--- config.mk ---
export PLATFORM = sky130hd
export DESIGN_NAME = nesapu_pulse_ch
export DESIGN_NICKNAME = d
export VERILOG_FILES = /design/src/rtl/nesapu_pulse_ch.sv
export SDC_FILE = /design/constraint.sdc
export NUM_CORES = 1
export LEC_CHECK = 0
export CAP_MARGIN = 10
export CORE_MARGIN = 2
export CORE_UTILIZATION = 50
export CTS_BUF_LIST = sky130_fd_sc_hd__clkbuf_16
export DETAILED_ROUTE_END_ITERATION = 12
export PLACE_DENSITY = 0.76
export SETUP_SLACK_MARGIN = 0.02
export SYNTH_ARGS = -nofsm -noshare
export SYNTH_HDL_FRONTEND = slang
export SYNTH_SLANG_ARGS = --single-unit
--- constraint.sdc ---
create_clock -name in_clk -period 2.65 [get_ports in_clk]
set_input_delay 0.53 -clock in_clk [delete_from_list [all_inputs] [get_ports in_clk]]
set_output_delay 0.53 -clock in_clk [all_outputs]
set_load 0.01 [all_outputs]
--- src/rtl/nesapu_pulse_ch.sv ---
// rtl/nesapu_pulse_ch.sv - NES APU pulse channel: timer, duty sequencer, envelope, length, sweep.
// Sweep unit and sweep mute are built only when NESAPU_SWEEP_EN is defined.
module nesapu_pulse_ch #(
  parameter int ONES_COMP = 0,
  parameter int MUTE_MIN  = 8
) (
  input  logic       in_clk,
  input  logic       in_rst,
  input  logic       in_ce,
  input  logic       in_wr,
  input  logic [1:0] in_addr,
  input  logic [7:0] in_val,
  input  logic       in_enable,
  input  logic       in_quarter,
  input  logic       in_half,
  output logic [3:0] out_level,
  output logic       out_active
);

  logic [1:0]  duty;
  logic        halt;
  logic        const_vol;
  logic [3:0]  vol;
  logic [10:0] period;
  logic [10:0] timer;
  logic [2:0]  seq_idx;
  logic [7:0]  length;
  logic        env_start;
  logic [3:0]  env_decay;
  logic [3:0]  env_div;
  logic        sweep_mute;
  logic        wr_r2;
  logic        wr_r3;

  assign wr_r2 = in_wr && (in_addr == 2'd2);
  assign wr_r3 = in_wr && (in_addr == 2'd3);

  function automatic logic [7:0] len_lut(input logic [4:0] idx);
    logic [7:0] v;
    case (idx)
      5'd0:  v = 8'd10;  5'd1:  v = 8'd254; 5'd2:  v = 8'd20;  5'd3:  v = 8'd2;
      5'd4:  v = 8'd40;  5'd5:  v = 8'd4;   5'd6:  v = 8'd80;  5'd7:  v = 8'd6;
      5'd8:  v = 8'd160; 5'd9:  v = 8'd8;   5'd10: v = 8'd60;  5'd11: v = 8'd10;
      5'd12: v = 8'd14;  5'd13: v = 8'd12;  5'd14: v = 8'd26;  5'd15: v = 8'd14;
      5'd16: v = 8'd12;  5'd17: v = 8'd16;  5'd18: v = 8'd24;  5'd19: v = 8'd18;
      5'd20: v = 8'd48;  5'd21: v = 8'd20;  5'd22: v = 8'd96;  5'd23: v = 8'd22;
      5'd24: v = 8'd192; 5'd25: v = 8'd24;  5'd26: v = 8'd72;  5'd27: v = 8'd26;
      5'd28: v = 8'd16;  5'd29: v = 8'd28;  5'd30: v = 8'd32;  default: v = 8'd30;
    endcase
    return v;
  endfunction

  // Bit i of each pattern is sequencer step i.
  function automatic logic duty_bit(input logic [1:0] d, input logic [2:0] i);
    logic [7:0] pat;
    case (d)
      2'd0:    pat = 8'b0000_0010;
      2'd1:    pat = 8'b0000_0110;
      2'd2:    pat = 8'b0001_1110;
      default: pat = 8'b1111_1001;
    endcase
    return pat[i];
  endfunction

`ifdef NESAPU_SWEEP_EN
  logic        sweep_en;
  logic [2:0]  sweep_p;
  logic        sweep_negate;
  logic [2:0]  sweep_shift;
  logic [2:0]  sweep_div;
  logic        sweep_reload;
  logic [11:0] sweep_delta;
  logic [11:0] sweep_target;
  logic        sweep_fire;

  assign sweep_delta  = {1'b0, period >> sweep_shift};
  assign sweep_target = sweep_negate ? ({1'b0, period} - sweep_delta - 12'(ONES_COMP))
                                     : ({1'b0, period} + sweep_delta);
  assign sweep_mute   = (period < 11'(MUTE_MIN)) || (!sweep_negate && sweep_target[11]);
  assign sweep_fire   = in_half && (sweep_div == 3'd0) && sweep_en &&
                        (sweep_shift != 3'd0) && !sweep_mute;

  always_ff @(posedge in_clk or posedge in_rst) begin
    if (in_rst) begin
      sweep_div    <= 3'd0;
      sweep_reload <= 1'b0;
    end else begin
      if (in_half) begin
        if (sweep_div == 3'd0 || sweep_reload) begin
          sweep_div    <= sweep_p;
          sweep_reload <= 1'b0;
        end else begin
          sweep_div <= sweep_div - 3'd1;
        end
      end
      if (in_wr && in_addr == 2'd1) sweep_reload <= 1'b1;
    end
  end
`else
  assign sweep_mute = 1'b0;
`endif

  always_ff @(posedge in_clk or posedge in_rst) begin
    if (in_rst) begin
      duty      <= 2'd0;
      halt      <= 1'b0;
      const_vol <= 1'b0;
      vol       <= 4'd0;
`ifdef NESAPU_SWEEP_EN
      sweep_en     <= 1'b0;
      sweep_p      <= 3'd0;
      sweep_negate <= 1'b0;
      sweep_shift  <= 3'd0;
`endif
    end else if (in_wr) begin
      case (in_addr)
        2'd0: {duty, halt, const_vol, vol} <= in_val;
`ifdef NESAPU_SWEEP_EN
        2'd1: {sweep_en, sweep_p, sweep_negate, sweep_shift} <= in_val;
`endif
        default: ;
      endcase
    end
  end

  // CPU writes to the period bytes take priority over a same-cycle sweep update.
  always_ff @(posedge in_clk or posedge in_rst) begin
    if (in_rst) period <= 11'd0;
    else if (wr_r2) period <= {period[10:8], in_val};
    else if (wr_r3) period <= {in_val[2:0], period[7:0]};
`ifdef NESAPU_SWEEP_EN
    else if (sweep_fire) period <= sweep_target[10:0];
`endif
  end

  always_ff @(posedge in_clk or posedge in_rst) begin
    if (in_rst) begin
      timer   <= 11'd0;
      seq_idx <= 3'd0;
    end else begin
      if (in_ce) begin
        if (timer == 11'd0) begin
          timer   <= period;
          seq_idx <= seq_idx + 3'd1;
        end else begin
          timer <= timer - 11'd1;
        end
      end
      if (wr_r3) seq_idx <= 3'd0;
    end
  end

  always_ff @(posedge in_clk or posedge in_rst) begin
    if (in_rst) length <= 8'd0;
    else if (!in_enable) length <= 8'd0;
    else if (wr_r3) length <= len_lut(in_val[7:3]);
    else if (in_half && !halt && length != 8'd0) length <= length - 8'd1;
  end

  always_ff @(posedge in_clk or posedge in_rst) begin
    if (in_rst) begin
      env_start <= 1'b0;
      env_decay <= 4'd0;
      env_div   <= 4'd0;
    end else begin
      if (in_quarter) begin
        if (env_start) begin
          env_start <= 1'b0;
          env_decay <= 4'd15;
          env_div   <= vol;
        end else if (env_div == 4'd0) begin
          env_div <= vol;
          if (env_decay != 4'd0) env_decay <= env_decay - 4'd1;
          else if (halt) env_decay <= 4'd15;
        end else begin
          env_div <= env_div - 4'd1;
        end
      end
      // A restart requested alongside a quarter tick is served on the following tick.
      if (wr_r3) env_start <= 1'b1;
    end
  end

  assign out_active = (length != 8'd0);
  assign out_level  = (duty_bit(duty, seq_idx) && out_active && !sweep_mute && in_enable)
                      ? (const_vol ? vol : env_decay) : 4'd0;

endmodule

==> metrics, run 1 <==
total of max-cap violations=0; Fin Setup TNS=0 ns; worst endpoint data arrival time=approximately 2.0 ns; final core occ=61.0%; largest cells by area after synthesis=dfrtp_1 40%, ha_1 6.4%, mux2_2 5.4%; initial antenna violation count=0; Ys Warns=0; Max FO, Critical Path=4; Pleak=1.61 nW; final cell count without fillers=435; routed via count=2558; Slew Limit Headroom=65.9%; Setup crit end kind=output pin; most frequent cells after synthesis=50 x dfrtp_1, 28 x nor2_1, 28 x o21ai_0, 23 x inv_1, 21 x nand2_1; fin crit period=2.56 ns; Std-Cell Core Area=5960 um2; n_diodes=0; wire length per cell=15.0 um; worst-margin pin slew=0.510 ns; share of layout cells above drive strength 1=15.0%; post-DP HPWL=4790 um; Top Ports=22; Final Skew=0.00280 ns; hold path depth=2; area grow syn2layout=16.9%; fmax=a little under 0.4 GHz; Initial Util=a little over half; TritonCTS clock tree=yes; Setup CP Type=flip-flop to output pin; clk sinks=50; Worst-path clk slew=0.06 ns; Critical Path RT=2.12 ns; DIE WIDTH=82.8 um; row cnt=28; Post-DRT Antenna Nets=0; CTS Root Cell=clkbuf_16; hold_buf cts=0; Final setup viols=0; TritonCTS buffer count=5; RePlAce Congestion=just under 0.9; Post-DP Area=about 3500 um2; vias in the first global route=2313; first-pass iteration count of the detailed router=4; Mapped Nets=360; Post-synth EDFFs=0; sequential share of the synthesized area=40.3%; H-tree level count=2; die area=6860 um2; status=finished clean; Synth Area per Inst=9.50 um2; GRT Total Usage=between 10% and 20%; Vias/cell=5.88; period utilisation layout=96.6%; deepest clock path buffer count=2; clk_lat worst skew=0.29 ns; first-pass GRT wire length=10800 um; Layout Nets=392; max incr delay on CP=0.40 ns; Design Area, Final=approximately 3600 um2; RSZ-0062 raised after global routing=no; Syn Inst Count=327; pwr/cell area=788 nW/um2; Synth area leader=dfrtp_1; DRC errors left=0; GRT overflow=0; filler cell count=~540; PortBufs=21; path type of the worst min-delay path=flip-flop to flip-flop; DR iter-0 viols=roughly 150; critical path startpoint category=flip-flop; post-synth top area share=40.3%; flops & latches, synth=50; final hold slack=0.482 ns; critical path's slowest cell=dfrtp_1; total wire length=6520 um; final max-slew violation count=0; die height=just over 80 um; largest net degree at the start of global routing=31; worst reg-to-reg path cell count=6; placed instance count=roughly 420; CP Cell Sequence=ha_2, or2_2, a31o_2, o211ai_1, buf_4, nor2_1, dlygate4sd2_1; maximum VDD drop=0.000342 V; ys async rst share=100%; Post-Syn Area=between 3000 and 4000 um2; post-synth cell types=53; prevailing post-synth register cell=dfrtp_1; most common cell in the netlist=dfrtp_1; Final Hold Vio Count=0
==> critical path: cells and delay by family, from the launching register on <==
kind | cells | cell delay (ns)
AND/OR/NAND/NOR | 2 | 0.31
AO/OA/AOI/OAI | 2 | 0.40
buffers and inverters | 2 | 0.44
flip-flops | 1 | 0.40
adder cells (fa/ha/maj) | 1 | 0.20
==> metal layers <==
| metal | up-vias | wire, um | part of all wire (%) | GRT usage (%) |
|---|---|---|---|---|
| met1 | 1223 | 3140 | 48 | 26.7 |
| met2 | 68 | 2960 | 45 | 30.0 |
| met4 | 0 | 128 | 2.0 | 7.30 |
| met5 | - | 0 | 0 | 0 |
| li1 | 1257 | - | - | - |
| met3 | 10 | 293 | 4.5 | 4.08 |
==> path summary, 6_finish.rpt <==
path / from / to / slack [ns]
min in group asynchronous: in_rst / env_div[0] / 0.58
worst min-delay path: period[4] / period[4] / 0.48
worst min register to register: period[4] / period[4] / 0.48
max in group asynchronous: in_rst / duty[1] / 1.55
worst max-delay path: duty[0] / out_level[1] / 0.09
worst max register to register: timer[0] / timer[6] / 0.41
==> metrics by stage <==
stage               total power [mW]  setup WS (ns)
detailed placement              2.24        -0.0804
finish                          2.86         0.0902
global route                    3.06         0.0120
floorplan                       1.91          0.609
global placement                2.19        -0.0650
CTS                             2.86         0.0491
==> repair_timing <==
item / CTS / global route
setup endpoints to repair: 4 / 4
setup buffers: 1 / 2
gates resized for setup: 4 / 3
hold endpoints to repair: 0 / 0
pin swaps: 1 / 0
==> final cells by class <==
class | instances | area (um2) | share of cell area, %
clock buffer | 5 | 125 | 3.44
multi-input combinational | 243 | 1730 | 47.6
inverter | 23 | 86.3 | 2.38
timing repair buffer | 36 | 332 | 9.13
clock inverter | 3 | 16.3 | 0.448
sequential | 50 | 1250 | 34.4
tap | 75 | 93.8 | 2.58
==> cell families after synthesis <==
family,after synthesis,synth area share (%)
mux,29,10.3
flops,50,40.3
xor+xnor,6,1.69
simple gates,100,17.7
fa+ha+maj,16,6.44
compound gates,92,19.2
buf+inv,34,4.35
==> where the power goes <==
group	internal (mW)	switching [mW]
combinational	0.518	0.510
sequential	0.978	0.237
clock	0.345	0.277
==> flip-flops by register name, summed over array words and instances (netlist names), 2 cells and up <==
register	cells
env_div	4
env_decay	4
vol	4
duty	2
seq_idx	3
length	8
period	11
timer	11
==> layout by cell type (no fill, tap or decap), types with 3 or more instances in the layout <==
master           Yosys  final
xnor2_1              6      6
mux2_2              15     15
nor3_1               3      3
nor2b_1              3      3
nand2b_1             4      4
ha_1                16     15
o21ai_0             28     28
or3_1                4      4
buf_4                0     14
dlygate4sd2_1        0      3
nor3b_1              4      3
mux2i_1             13     13
nand2_1             21     21
inv_1               23     22
nor2_1              28     28
nand3b_1             3      3
a21oi_1             19     19
or2_2                4      4
nand3_1              9      9
clkbuf_16            0      5
or4_1                7      7
a22oi_1              4      4
o31ai_1              3      3
a2bb2oi_1            3      3
a211oi_1             6      6
dfrtp_1             50     50
o22ai_1              6      6
clkdlybuf4s50_1      0     17
No activity file was read; power rests on OpenSTA's default activity.
==> inputs of run 2 (changes only) <==
--- a/config.mk
+++ b/config.mk
@@ -10,7 +10,7 @@
 export CORE_UTILIZATION = 50
 export CTS_BUF_LIST = sky130_fd_sc_hd__clkbuf_16
 export DETAILED_ROUTE_END_ITERATION = 12
-export PLACE_DENSITY = 0.76
+export PLACE_DENSITY = 0.78
 export SETUP_SLACK_MARGIN = 0.02
 export SYNTH_ARGS = -nofsm -noshare
 export SYNTH_HDL_FRONTEND = slang
==> constraint.sdc (replaced) <==
create_clock -name in_clk -period 2.16 [get_ports in_clk]
set_input_delay 0.432 -clock in_clk [delete_from_list [all_inputs] [get_ports in_clk]]
set_output_delay 0.432 -clock in_clk [all_outputs]
set_load 0.01 [all_outputs]
==> metrics, run 2 (synthesis results as in run 1) <==
status=complete, but fails checks (was finished clean); failing checks=negative setup slack; Initial Util=52.2% (unchanged); DRC errors left=0 (unchanged); leading registers by flop count=period (11), timer (11), length (8) (unchanged); GRT overflow=0 (unchanged); Vias/cell=5.96 (was 5.88); largest net degree at the start of global routing=32 (was 31); CTS Root Cell=clkbuf_16 (unchanged); share of layout cells above drive strength 1=28.9% (was 15.0%); total wire length=8130 um (was 6520 um); fin crit period=2.37 ns; post-layout total power=3.87 mW (was 2.86 mW); Slew Limit Headroom=69.0% (was 65.9%); worst reg-to-reg path cell count=8 (was 6); first-pass GRT wire length=13300 um (was 10800 um); Final Hold Vio Count=0 (unchanged); Final Skew=0.00494 ns (was 0.00280 ns); Final setup viols=4 (was 0); placed instance count=452 (was 424); Design Area, Final=4010 um2 (was 3630 um2); clk_lat worst skew=0.29 ns (about the same); period utilisation layout=110%; Post-DRT Antenna Nets=0 (unchanged); Max FO, Critical Path=4 (unchanged); vias in the first global route=2845 (was 2313); H-tree level count=2 (unchanged); total of max-cap violations=0 (unchanged); crit path from=duty[1] (was duty[0]); pwr/cell area=963 nW/um2 (was 788 nW/um2); wire length per cell=17.3 um (was 15.0 um); n_diodes=0 (unchanged); final hold slack=0.465 ns (was 0.482 ns); register-to-register setup slack=0.07 ns (was 0.41 ns); routed via count=2793 (was 2558); PortBufs=21 (unchanged); TritonCTS buffer count=5 (unchanged); die height=82.8 um (unchanged); setup ws final=-0.210 ns (was 0.0902 ns); GRT Total Usage=23.8% (was 19.3%); Critical Path RT=1.73 ns (was 2.12 ns); worst endpoint data arrival time=1.94 ns (was 2.03 ns); area grow syn2layout=29.1% (was 16.9%); TritonCTS clock tree=yes (unchanged); initial antenna violation count=0 (unchanged); Worst-path clk slew=0.07 ns (was 0.06 ns); Post-DP Area=3680 um2 (was 3470 um2); post-DP HPWL=5390 um (was 4790 um); RePlAce Congestion=0.910 (was 0.881); r2r endpoint=seq_idx[0] (was timer[6]); commonest cells after routing, fill and taps aside=50 x dfrtp_1, 44 x buf_4, 27 x o21ai_0 (was 50 x dfrtp_1, 28 x nor2_1, 28 x o21ai_0); hold_buf cts=0 (unchanged); Setup CP Type=flip-flop to output pin (unchanged); Setup crit end kind=output pin (unchanged); filler cell count=465 (was 541); maximum VDD drop=0.000501 V (was 0.000342 V); clk sinks=50 (unchanged); Pleak=1.79 nW (was 1.61 nW); worst-margin pin slew=0.463 ns (was 0.510 ns); deepest clock path buffer count=2 (unchanged); RSZ-0062 raised after global routing=yes (was no); final max-slew violation count=0 (unchanged); DR iter-0 viols=196 (was 145); Top Ports=22 (unchanged); CP endpoint=out_level[0] (was out_level[1]); first-pass iteration count of the detailed router=4 (unchanged); final cell count without fillers=469 (was 435); fmax=0.422 GHz; path type of the worst min-delay path=input port to asynchronous set/reset pin (was flip-flop to flip-flop); commonest non-fill, non-tap cell in the layout=dfrtp_1 (unchanged); die area=6860 um2 (unchanged); row cnt=28 (unchanged); critical path startpoint category=flip-flop (unchanged); worst flop-to-flop path startpoint=timer[0] (unchanged); Std-Cell Core Area=5960 um2 (unchanged); DIE WIDTH=82.8 um (unchanged); Layout Nets=426 (was 392)
[run 2: area by class of cell]
type / instances / area, um2 / area share [%]
Clock buffer: 5 / 125 / 3.12
Clock inverter: 3 / 21.3 / 0.530
Inverter: 23 / 88.8 / 2.21
Multi-Input combinational cell: 243 / 1840 / 45.9
Sequential cell: 50 / 1250 / 31.2
Tap cell: 75 / 93.8 / 2.34
Timing Repair Buffer: 70 / 592 / 14.7
[run 2: metrics by stage]
stage | worst slack, ns | utilization, % | setup TNS (ns)
after detailed placement | -0.417 | 61.7 | -1.76
after CTS | -0.119 | 66.1 | -0.461
after floorplan | 0.153 | - | 0
after global routing | -0.228 | 67.4 | -0.878
final | -0.210 | 67.4 | -0.778
after global placement | -0.384 | 61.7 | -1.43
[run 2: how the worst min path moves through the flow]
stage	startpoint	to	slack, ns	depth (start not counted)
detailed placement	period[10]	period[10]	0.46	2
global placement	period[8]	period[8]	0.47	2
floorplan	period[10]	period[10]	0.44	2
finish	in_rst	vol[0]	0.46	2
global route	period[8]	period[8]	0.50	2
CTS	period[10]	period[10]	0.48	2
[run 2: routing by layer]
layer / vias to the layer above / global-route usage [%] / part of all wire, %
met2: 78 / 41.1 / 50
met4: 0 / 8.35 / 3.4
met3: 27 / 3.88 / 4.0
met5: - / 0 / 0
met1: 1354 / 30.1 / 43
li1: 1334 / - / -
[run 2: critical path: stages, from the launching register on]
cell and delay [ns]:
dfrtp_1 0.40, ha_2 0.21, buf_4 0.14, nor2b_1 0.14, a211oi_2 0.22, o211ai_1 0.13
buf_4 0.18, nor2_2 0.09, buf_2 0.13
[run 2: what timing repair did]
action,in CTS,in global routing
endpoints found under the setup margin,6,13
pin swaps,11,7
buffers inserted,6,4
resized for setup,40,18
[run 2: power by group]
part / switching [mW] / internal [mW]
logic: 0.772 / 0.822
registers: 0.287 / 1.20
clock network: 0.355 / 0.429
==> inputs of run 3 (changes only) <==
--- a/config.mk
+++ b/config.mk
@@ -6,7 +6,7 @@
 export NUM_CORES = 1
 export LEC_CHECK = 0
 export CAP_MARGIN = 10
-export CORE_MARGIN = 2
+export CORE_MARGIN = 10
 export CORE_UTILIZATION = 50
 export CTS_BUF_LIST = sky130_fd_sc_hd__clkbuf_16
 export DETAILED_ROUTE_END_ITERATION = 12
==> metrics, run 3 (synthesis results as in run 1) <==
status=complete, but fails checks (unchanged); failing checks=negative setup slack (unchanged); Critical Path RT=1.73 ns (about the same); RSZ-0062 raised after global routing=yes (unchanged); CTS Root Cell=clkbuf_16 (unchanged); commonest cells after routing, fill and taps aside=50 x dfrtp_1, 44 x buf_4, 28 x o21ai_0 (was 50 x dfrtp_1, 44 x buf_4, 27 x o21ai_0); delay-heaviest family, CP=compound AO/OA/AOI/OAI gates (was buffers and inverters); crit path from=duty[1] (unchanged); commonest non-fill, non-tap cell in the layout=dfrtp_1 (unchanged); die area=9770 um2 (was 6860 um2); deepest clock path buffer count=2 (unchanged); GRT overflow=0 (unchanged); final max-slew violation count=0 (unchanged); Slew Limit Headroom=65.7% (was 69.0%); r2r endpoint=timer[4] (was seq_idx[0]); Final Skew=0.00272 ns (was 0.00494 ns); routed via count=2689 (was 2793); fmax=0.430 GHz (was 0.422 GHz); Crit. path cell count=7 (was 8); largest net degree at the start of global routing=51 (was 32); critical path startpoint category=flip-flop (unchanged); path type of the worst min-delay path=flip-flop to flip-flop (was input port to asynchronous set/reset pin); first-pass GRT wire length=12500 um (was 13300 um); Worst-path clk slew=0.06 ns (was 0.07 ns); worst-margin pin slew=0.511 ns (was 0.463 ns); area grow syn2layout=25.2% (was 29.1%); vias in the first global route=2657 (was 2845); DRC errors left=0 (unchanged); share of layout cells above drive strength 1=24.9% (was 28.9%); critical path's slowest cell=dfrtp_1 (unchanged); PortBufs=21 (unchanged); GRT Total Usage=14.9% (was 23.8%); CP Cell Sequence=ha_2, or2_4, a31o_2, o211ai_1, buf_4, nor2_1, buf_2 (was ha_2, buf_4, nor2b_1, a211oi_2, o211ai_1, buf_4, nor2_2, buf_2); DIE WIDTH=98.8 um (was 82.8 um); Pleak=1.76 nW (was 1.79 nW); leading registers by flop count=period (11), timer (11), length (8) (unchanged); filler cell count=450 (was 465); Setup crit end kind=output pin (unchanged); TritonCTS buffer count=5 (unchanged); worst reg-to-reg path cell count=6 (was 8); worst endpoint data arrival time=1.90 ns (was 1.94 ns); hold path depth=2; Post-DRT Antenna Nets=0 (unchanged); Final Hold Vio Count=0 (unchanged); crit path buf inv count=2 (was 3); Vias/cell=5.78 (was 5.96); Std-Cell Core Area=5990 um2 (was 5960 um2); Final setup viols=4 (unchanged); TritonCTS clock tree=yes (unchanged); DR iter-0 viols=172 (was 196); clk_lat worst skew=0.29 ns (about the same); period utilisation layout=108% (was 110%); row cnt=28 (unchanged); Multi-input gate area=1770 um2 (was 1840 um2); wire length per cell=15.9 um (was 17.3 um); maximum VDD drop=0.000525 V (was 0.000501 V); clk sinks=50 (unchanged); CP endpoint=out_level[0] (unchanged); final hold slack=0.481 ns (was 0.465 ns); max incr delay on CP=0.42 ns (was 0.40 ns); H-tree level count=2 (unchanged); n_diodes=0 (unchanged); Setup CP Type=flip-flop to output pin (unchanged); fin crit period=2.33 ns (was 2.37 ns); total wire length=7370 um (was 8130 um); first-pass iteration count of the detailed router=4 (unchanged); register-to-register setup slack=0.09 ns (was 0.07 ns); Max FO, Critical Path=4 (unchanged); RePlAce Congestion=0.916 (was 0.910); Initial Util=51.9% (was 52.2%); Fin Setup TNS=-0.544 ns (was -0.778 ns); pwr/cell area=950 nW/um2 (was 963 nW/um2); worst flop-to-flop path startpoint=timer[0] (unchanged); die height=98.8 um (was 82.8 um); post-DP HPWL=5360 um (was 5390 um); total of max-cap violations=0 (unchanged); Top Ports=22 (unchanged); initial antenna violation count=0 (unchanged); Sequential Area=1250 um2 (unchanged); setup ws final=-0.167 ns (was -0.210 ns); Layout Nets=424 (was 426)
## run 3: cell type report
cell class / count / share of cell area, %
multi-input cells: 243 / 45.6
flip-flops and latches: 50 / 32.2
repair buffers: 68 / 14.3
clock buffers: 5 / 3.22
well taps: 75 / 2.41
inverters: 23 / 2.22
clock inverters: 1 / 0.0965
## run 3: power by group
part	switching, mW	internal (mW)
sequential	0.288	1.20
clock	0.312	0.412
combinational	0.713	0.769
total	1.31	2.38
## run 3: what timing repair did
action / in CTS / in global routing
resized for setup: 24 / 12
setup buffers: 3 / 2
hold buffers: 0 / 0
pin swaps: 10 / 5
setup endpoints to repair: 5 / 14
hold endpoints to repair: 0 / 0
## run 3: metrics by stage
step / total power, mW / utilization [%] / std cells / cell area (um2) / setup WS (ns)
detailed placement: 2.87 / 61.6 / 454 / 3690 / -0.458
floorplan: 2.34 / - / 327 / 3110 / 0.153
CTS: 3.62 / 64.3 / 463 / 3850 / -0.158
global placement: 2.80 / 61.6 / 454 / 3690 / -0.365
finish: 3.70 / 65.0 / 465 / 3890 / -0.167
global route: 3.96 / 65.0 / 465 / 3890 / -0.262
## run 3: worst min path at each step
stage | to | slack (ns) | start
finish | period[8] | 0.48 | period[8]
global route | period[8] | 0.51 | period[8]
CTS | period[8] | 0.48 | period[8]
detailed placement | period[8] | 0.47 | period[8]
global placement | period[8] | 0.46 | period[8]
floorplan | period[10] | 0.44 | period[10]
## run 3: routing by layer
metal	vias to the layer above	GRT usage [%]	part of all wire, %
li1	1317	-	-
met1	1288	19.6	46
met2	67	23.7	48
met3	17	2.30	4.1
met4	0	6.17	2.5
met5	-	0	0
## run 3: worst min-delay path: cells and delay by family, from the launching register on
kind	cells	cell delay (ns)
DFF	1	0.34
and+or+nand+nor	2	0.10
